<file path="src/rtl/alu_pkg.sv">
// Shared opcode map and status-flag payload for the pipelined ALU.
package alu_pkg;

    localparam int unsigned OP_W = 3;

    localparam logic [OP_W-1:0] OP_ADD  = 3'b000;
    localparam logic [OP_W-1:0] OP_SUB  = 3'b001;
    localparam logic [OP_W-1:0] OP_AND  = 3'b010;
    localparam logic [OP_W-1:0] OP_OR   = 3'b011;
    localparam logic [OP_W-1:0] OP_XOR  = 3'b100;
    localparam logic [OP_W-1:0] OP_XNOR = 3'b101;
    localparam logic [OP_W-1:0] OP_NAND = 3'b110;
    localparam logic [OP_W-1:0] OP_NOR  = 3'b111;

    typedef struct packed {
        logic z;
        logic n;
        logic c;
        logic v;
    } alu_flags_t;

endpackage

</file>
<file path="src/rtl/alu_core.sv">
// Combinational ALU datapath: result and Z/N/C/V flags for one operation.
module alu_core
    import alu_pkg::*;
#(
    parameter int unsigned WIDTH = 8
) (
    input  logic [OP_W-1:0]  i_op,
    input  logic [WIDTH-1:0] i_a,
    input  logic [WIDTH-1:0] i_b,
    output logic [WIDTH-1:0] o_y_c,
    output alu_flags_t       o_flags_c
);

    localparam int unsigned MSB = WIDTH - 1;

    logic [WIDTH:0] w_sum;
    logic [WIDTH:0] w_diff;

    // Extra top bit carries the carry-out (add) or borrow (subtract).
    assign w_sum  = {1'b0, i_a} + {1'b0, i_b};
    assign w_diff = {1'b0, i_a} - {1'b0, i_b};

    // Operation select and flag generation.
    always_comb begin
        o_y_c     = '0;
        o_flags_c = '0;
        case (i_op)
            OP_ADD: begin
                o_y_c       = w_sum[WIDTH-1:0];
                o_flags_c.c = w_sum[WIDTH];
                o_flags_c.v = (i_a[MSB] == i_b[MSB]) & (w_sum[MSB] != i_a[MSB]);
            end
            OP_SUB: begin
                o_y_c       = w_diff[WIDTH-1:0];
                o_flags_c.c = w_diff[WIDTH];
                o_flags_c.v = (i_a[MSB] != i_b[MSB]) & (w_diff[MSB] != i_a[MSB]);
            end
            OP_AND:  o_y_c = i_a & i_b;
            OP_OR:   o_y_c = i_a | i_b;
            OP_XOR:  o_y_c = i_a ^ i_b;
            OP_XNOR: o_y_c = ~(i_a ^ i_b);
            OP_NAND: o_y_c = ~(i_a & i_b);
            OP_NOR:  o_y_c = ~(i_a | i_b);
        endcase
        o_flags_c.z = (o_y_c == '0);
        o_flags_c.n = o_y_c[MSB];
    end

endmodule

</file>
<file path="src/rtl/alu_pipe.sv">
// Two-stage valid/ready pipelined ALU with a chaining accumulator.
module alu_pipe
    import alu_pkg::*;
#(
    parameter int unsigned WIDTH = 8
) (
    input  logic             clk,
    input  logic             rst,
    input  logic             in_valid,
    output logic             in_ready,
    input  logic [OP_W-1:0]  opcode,
    input  logic [WIDTH-1:0] a,
    input  logic [WIDTH-1:0] b,
    input  logic             acc_en,
    input  logic             acc_clr,
    output logic             out_valid,
    input  logic             out_ready,
    output logic [WIDTH-1:0] y,
    output logic             flag_z,
    output logic             flag_n,
    output logic             flag_c,
    output logic             flag_v,
    output logic [WIDTH-1:0] acc
);

    logic             r_s1_valid;
    logic [OP_W-1:0]  r_s1_op;
    logic [WIDTH-1:0] r_s1_a;
    logic [WIDTH-1:0] r_s1_b;
    logic             r_s1_acc_en;

    logic             r_out_valid;
    logic [WIDTH-1:0] r_y;
    alu_flags_t       r_flags;
    logic [WIDTH-1:0] r_acc;

    logic             w_s2_adv;
    logic             w_s1_adv;
    logic             w_s2_load;
    logic [WIDTH-1:0] w_core_a;
    logic [WIDTH-1:0] w_core_y;
    alu_flags_t       w_core_flags;

    assign w_s2_adv  = !r_out_valid | out_ready;
    assign w_s1_adv  = !r_s1_valid | w_s2_adv;
    assign w_s2_load = w_s2_adv & r_s1_valid;
    // The accumulator is read at the same load that writes it, so chained beats need no forwarding.
    assign w_core_a  = r_s1_acc_en ? r_acc : r_s1_a;

    alu_core #(
        .WIDTH (WIDTH)
    ) u_core (
        .i_op      (r_s1_op),
        .i_a       (w_core_a),
        .i_b       (r_s1_b),
        .o_y_c     (w_core_y),
        .o_flags_c (w_core_flags)
    );

    // Stage 1: capture the operand beat whenever the slot is free or draining.
    always_ff @(posedge clk) begin
        if (rst) begin
            r_s1_valid  <= 1'b0;
            r_s1_op     <= '0;
            r_s1_a      <= '0;
            r_s1_b      <= '0;
            r_s1_acc_en <= 1'b0;
        end else if (w_s1_adv) begin
            r_s1_valid <= in_valid;
            if (in_valid) begin
                r_s1_op     <= opcode;
                r_s1_a      <= a;
                r_s1_b      <= b;
                r_s1_acc_en <= acc_en;
            end
        end
    end

    // Stage 2: register result and flags; hold everything while stalled.
    always_ff @(posedge clk) begin
        if (rst) begin
            r_out_valid <= 1'b0;
            r_y         <= '0;
            r_flags     <= '0;
        end else if (w_s2_adv) begin
            r_out_valid <= r_s1_valid;
            if (r_s1_valid) begin
                r_y     <= w_core_y;
                r_flags <= w_core_flags;
            end
        end
    end

    // Accumulator: clear wins over a write-back from the loading beat.
    always_ff @(posedge clk) begin
        if (rst || acc_clr) begin
            r_acc <= '0;
        end else if (w_s2_load && r_s1_acc_en) begin
            r_acc <= w_core_y;
        end
    end

    assign in_ready  = w_s1_adv;
    assign out_valid = r_out_valid;
    assign y         = r_y;
    assign flag_z    = r_flags.z;
    assign flag_n    = r_flags.n;
    assign flag_c    = r_flags.c;
    assign flag_v    = r_flags.v;
    assign acc       = r_acc;

endmodule
</file>
<file path="config.mk">
export PLATFORM = sky130hd
export DESIGN_NAME = alu_pipe
export DESIGN_NICKNAME = d
export VERILOG_FILES = /design/src/rtl/alu_pkg.sv /design/src/rtl/alu_core.sv /design/src/rtl/alu_pipe.sv
export SDC_FILE = /design/constraint.sdc
export NUM_CORES = 1
export LEC_CHECK = 0
export ABC_AREA = 1
export ABC_CLOCK_PERIOD_IN_PS = 3400
export CAP_MARGIN = 10
export CORE_MARGIN = 2
export CORE_UTILIZATION = 30
export CTS_BUF_LIST = sky130_fd_sc_hd__clkbuf_2
export CTS_CLUSTER_DIAMETER = 80
export DETAILED_ROUTE_END_ITERATION = 8
export SLEW_MARGIN = 20
export SYNTH_ARGS = -nofsm -noshare
export SYNTH_HDL_FRONTEND = slang
export SYNTH_SLANG_ARGS = --single-unit
</file>
<file path="constraint.sdc">
create_clock -name clk -period 3.4 [get_ports clk]
set_clock_uncertainty 0.15 [all_clocks]
set_input_delay 0.68 -clock clk [delete_from_list [all_inputs] [get_ports clk]]
set_output_delay 0.68 -clock clk [all_outputs]
set_load 0.03 [all_outputs]
</file>
==> flow_metrics.env <==
export IMPL_nNetsFinal=557
export IMPL_yosys_area_top_type="dfxtp_1"
export IMPL_grt_busiest_layer="met2"
export IMPL_layout_commonest_cell="nand2_1"
export IMPL_finalSetupViolations=0
export IMPL_coreArea_mm2=0.00968
export IMPL_setup_slack_ns=0.496
export IMPL_fmax_ghz=0.344
export IMPL_cts_tree="yes"
export IMPL_cts_resized_gates=0
export IMPL_syn_cell_area_mm2=0.00298
export IMPL_clk_latency_ns=0.41
export IMPL_die_h_um=104
export IMPL_ant_nets=0
export IMPL_synth_area_leaders="dfxtp_1 (28%), nand2_1 (11%), ha_1 (11%)"
export IMPL_postCtsSetupBuffers=0
export IMPL_dieArea_mm2=0.0107
export IMPL_grt_overflow=0
export IMPL_dp_cells=631
export IMPL_synth_cell_types=27
export IMPL_maxCapViolations=0
export IMPL_gp_congestion=0.909
export IMPL_worst_slew_pin_slew_ns=0.745
export IMPL_cpMaxStageDelayCell="dfxtp_1"
export IMPL_io_buffers=46
export IMPL_worstSetupPathType="register to register"
export IMPL_drcViolationCount=0
export IMPL_status="completed"
export IMPL_met3_usage_pct=2.83
export IMPL_antenna_found_initial=0
export IMPL_dieWidth_um=104
export IMPL_antenna_cells=0
export IMPL_pre_cts_ws_ns=0.552
export IMPL_yosysSeqAreaShare_pct=27.6
export IMPL_num_vias=3082
export IMPL_fillCellCount=1047
export IMPL_synth_nets=516
export IMPL_multi_input_area_mm2=0.00181
export IMPL_syn_inst=464
export IMPL_max_stage_delay_ns=0.52
export IMPL_dr_first_iter_drc_count=223
export IMPL_final_cells=639
export IMPL_crit_buf_inv=2
export IMPL_synthToLayoutAreaGrowth_pct=20.8
export IMPL_worstSetupEndpointType="register"
export IMPL_hold_viol=0
export IMPL_peakVddDrop_mv=0.213
export IMPL_path_max_fanout=11
export IMPL_regArea_um2=821
export IMPL_cts_sinks=41
export IMPL_firstDrtPassIters=5
export IMPL_layout_drive_gt1_share_pct=6.13
export IMPL_grt_pass1_vias=2946
export IMPL_maxSlewViolCount=0
export IMPL_final_setup_tns_ns=0
export IMPL_met2_usage_pct=28.9
export IMPL_ios=47
export IMPL_grt_pass1_wl_um=14500
export IMPL_utilization_pct=37.1
export IMPL_worstPathRequired_ns=3.61
export IMPL_final_period_utilization_pct=85.4
export IMPL_max_slew_margin_pct=50.3
export IMPL_path_common_cell="nand2_1"
export IMPL_postCtsHoldBufs=0
export IMPL_ys_seq_elements=41
export IMPL_grtUsageTotal_pct=16.6
export IMPL_start_util_pct=30.7
export IMPL_place_hpwl_um=7080
export IMPL_yosys_warnings=0
export IMPL_cts_max_level=2
export IMPL_powerDensity_mw_per_mm2=348
export IMPL_final_cell_mix="nand2_1 (85), inv_1 (68), nor2_1 (60)"
export IMPL_cp_arrival_ns=3.11
export IMPL_min_period_ns=2.90
export IMPL_leakagePower_nw=1.69
export IMPL_cts_made_buffers=5
export IMPL_synth_top_cell_area_share_pct=27.6
export IMPL_crit_path_start_kind="register"
export IMPL_cts_buffer_depth=2
export IMPL_crit_family="simple AND/OR/NAND/NOR gates"
export IMPL_synth_area_per_cell_um2=6.42
export IMPL_grt_max_degree=34
export IMPL_avgViaCountPerCell=4.82
export IMPL_rsz0062_at_grt="false"
export IMPL_path_clk_slew_ns=0.21
export IMPL_wl_per_cell_um=13.8
export IMPL_num_rows=36
export IMPL_holdWs_ns=0.347
export IMPL_hold_class="register to register"
export IMPL_use_met1_pct=20.3
export IMPL_crit_chain="inv_1 -> or2_2 -> o21ai_0 -> ha_1 -> inv_1 -> o21ai_0 -> nor2_1 -> nand2_1 -> nand2_1 -> nand3_1 -> nand2_1 -> nand4_1 -> a21oi_1"
export IMPL_drt_total_wl_um=8830
export IMPL_clockRootBuffer="clkbuf_2"
[flip-flops by register name, indices dropped and copies added, names as in the netlist, 3 cells and up]
name / flops
acc: 8
r_s1_op: 3
r_s1_b: 8
y: 8
r_s1_a: 8
[path summary, 6_finish.rpt]
check | from | endpoint | slack (ns) | cells past startpoint
worst max-delay path | r_s1_acc_en$_SDFFE_PP0P_ | flag_z$_SDFFE_PP0P_ | 0.50 | 13
worst max register to register | r_s1_acc_en$_SDFFE_PP0P_ | flag_z$_SDFFE_PP0P_ | 0.50 | 13
worst min-delay path | flag_z$_SDFFE_PP0P_ | flag_z$_SDFFE_PP0P_ | 0.35 | 2
worst min register to register | flag_z$_SDFFE_PP0P_ | flag_z$_SDFFE_PP0P_ | 0.35 | 2
[synth_stat cells]
library cell / n
inv_4: 1
nor2_1: 60
o21ai_1: 1
nor2_2: 2
nand4_1: 12
o211ai_1: 7
nand3_2: 4
xor2_1: 2
or2_1: 1
ha_1: 25
buf_4: 3
a211oi_1: 2
inv_2: 4
dfxtp_1: 41
a21oi_1: 38
nand2_4: 1
inv_1: 68
nor2_4: 1
nor3_1: 2
o21ai_0: 50
fa_1: 2
nand2_1: 85
a21oi_2: 1
or2_2: 7
clkbuf_1: 8
buf_2: 3
nand3_1: 33
[routing by layer]
metal	vias up	routed length, um
met3	21	371
li1	1581	-
met2	89	4250
met4	0	265
met1	1391	3940
met5	-	0
[area by class of cell]
type,instances,share of cell area (%)
inverters,73,7.69
repair buffers,48,13.2
clock inverters,2,0.418
flip-flops and latches,41,22.8
well taps,133,4.63
multi-input cells,336,50.4
clock buffers,6,0.835
[kinds of logic after synthesis]
group                    synth area share (%)
AND/OR/NAND/NOR                          30.9
flip-flops                               27.6
adder cells (fa/ha/maj)                  11.9
XOR/XNOR                                0.589
buffers and inverters                    11.6
AO/OA/AOI/OAI                            17.5
[per-stage QoR]
stage	instance area [um^2]	power, mW
after floorplan	2980	0.883
after global placement	3550	1.04
after detailed placement	3550	1.04
after CTS	3600	1.26
after global routing	3600	1.36
final	3600	1.25
[worst min-delay path: cells and delay by family, from the launching register on]
family             cells  cell delay [ns]
AOI/OAI and AO/OA      1             0.06
DFF                    1             0.37
and+or+nand+nor        1             0.06
[where the power goes]
group	total (mW)	switching, mW	internal, mW
registers	0.536	0.0252	0.511
logic	0.497	0.321	0.175
clock network	0.219	0.166	0.0531
(Power assumes the default switching activity.)
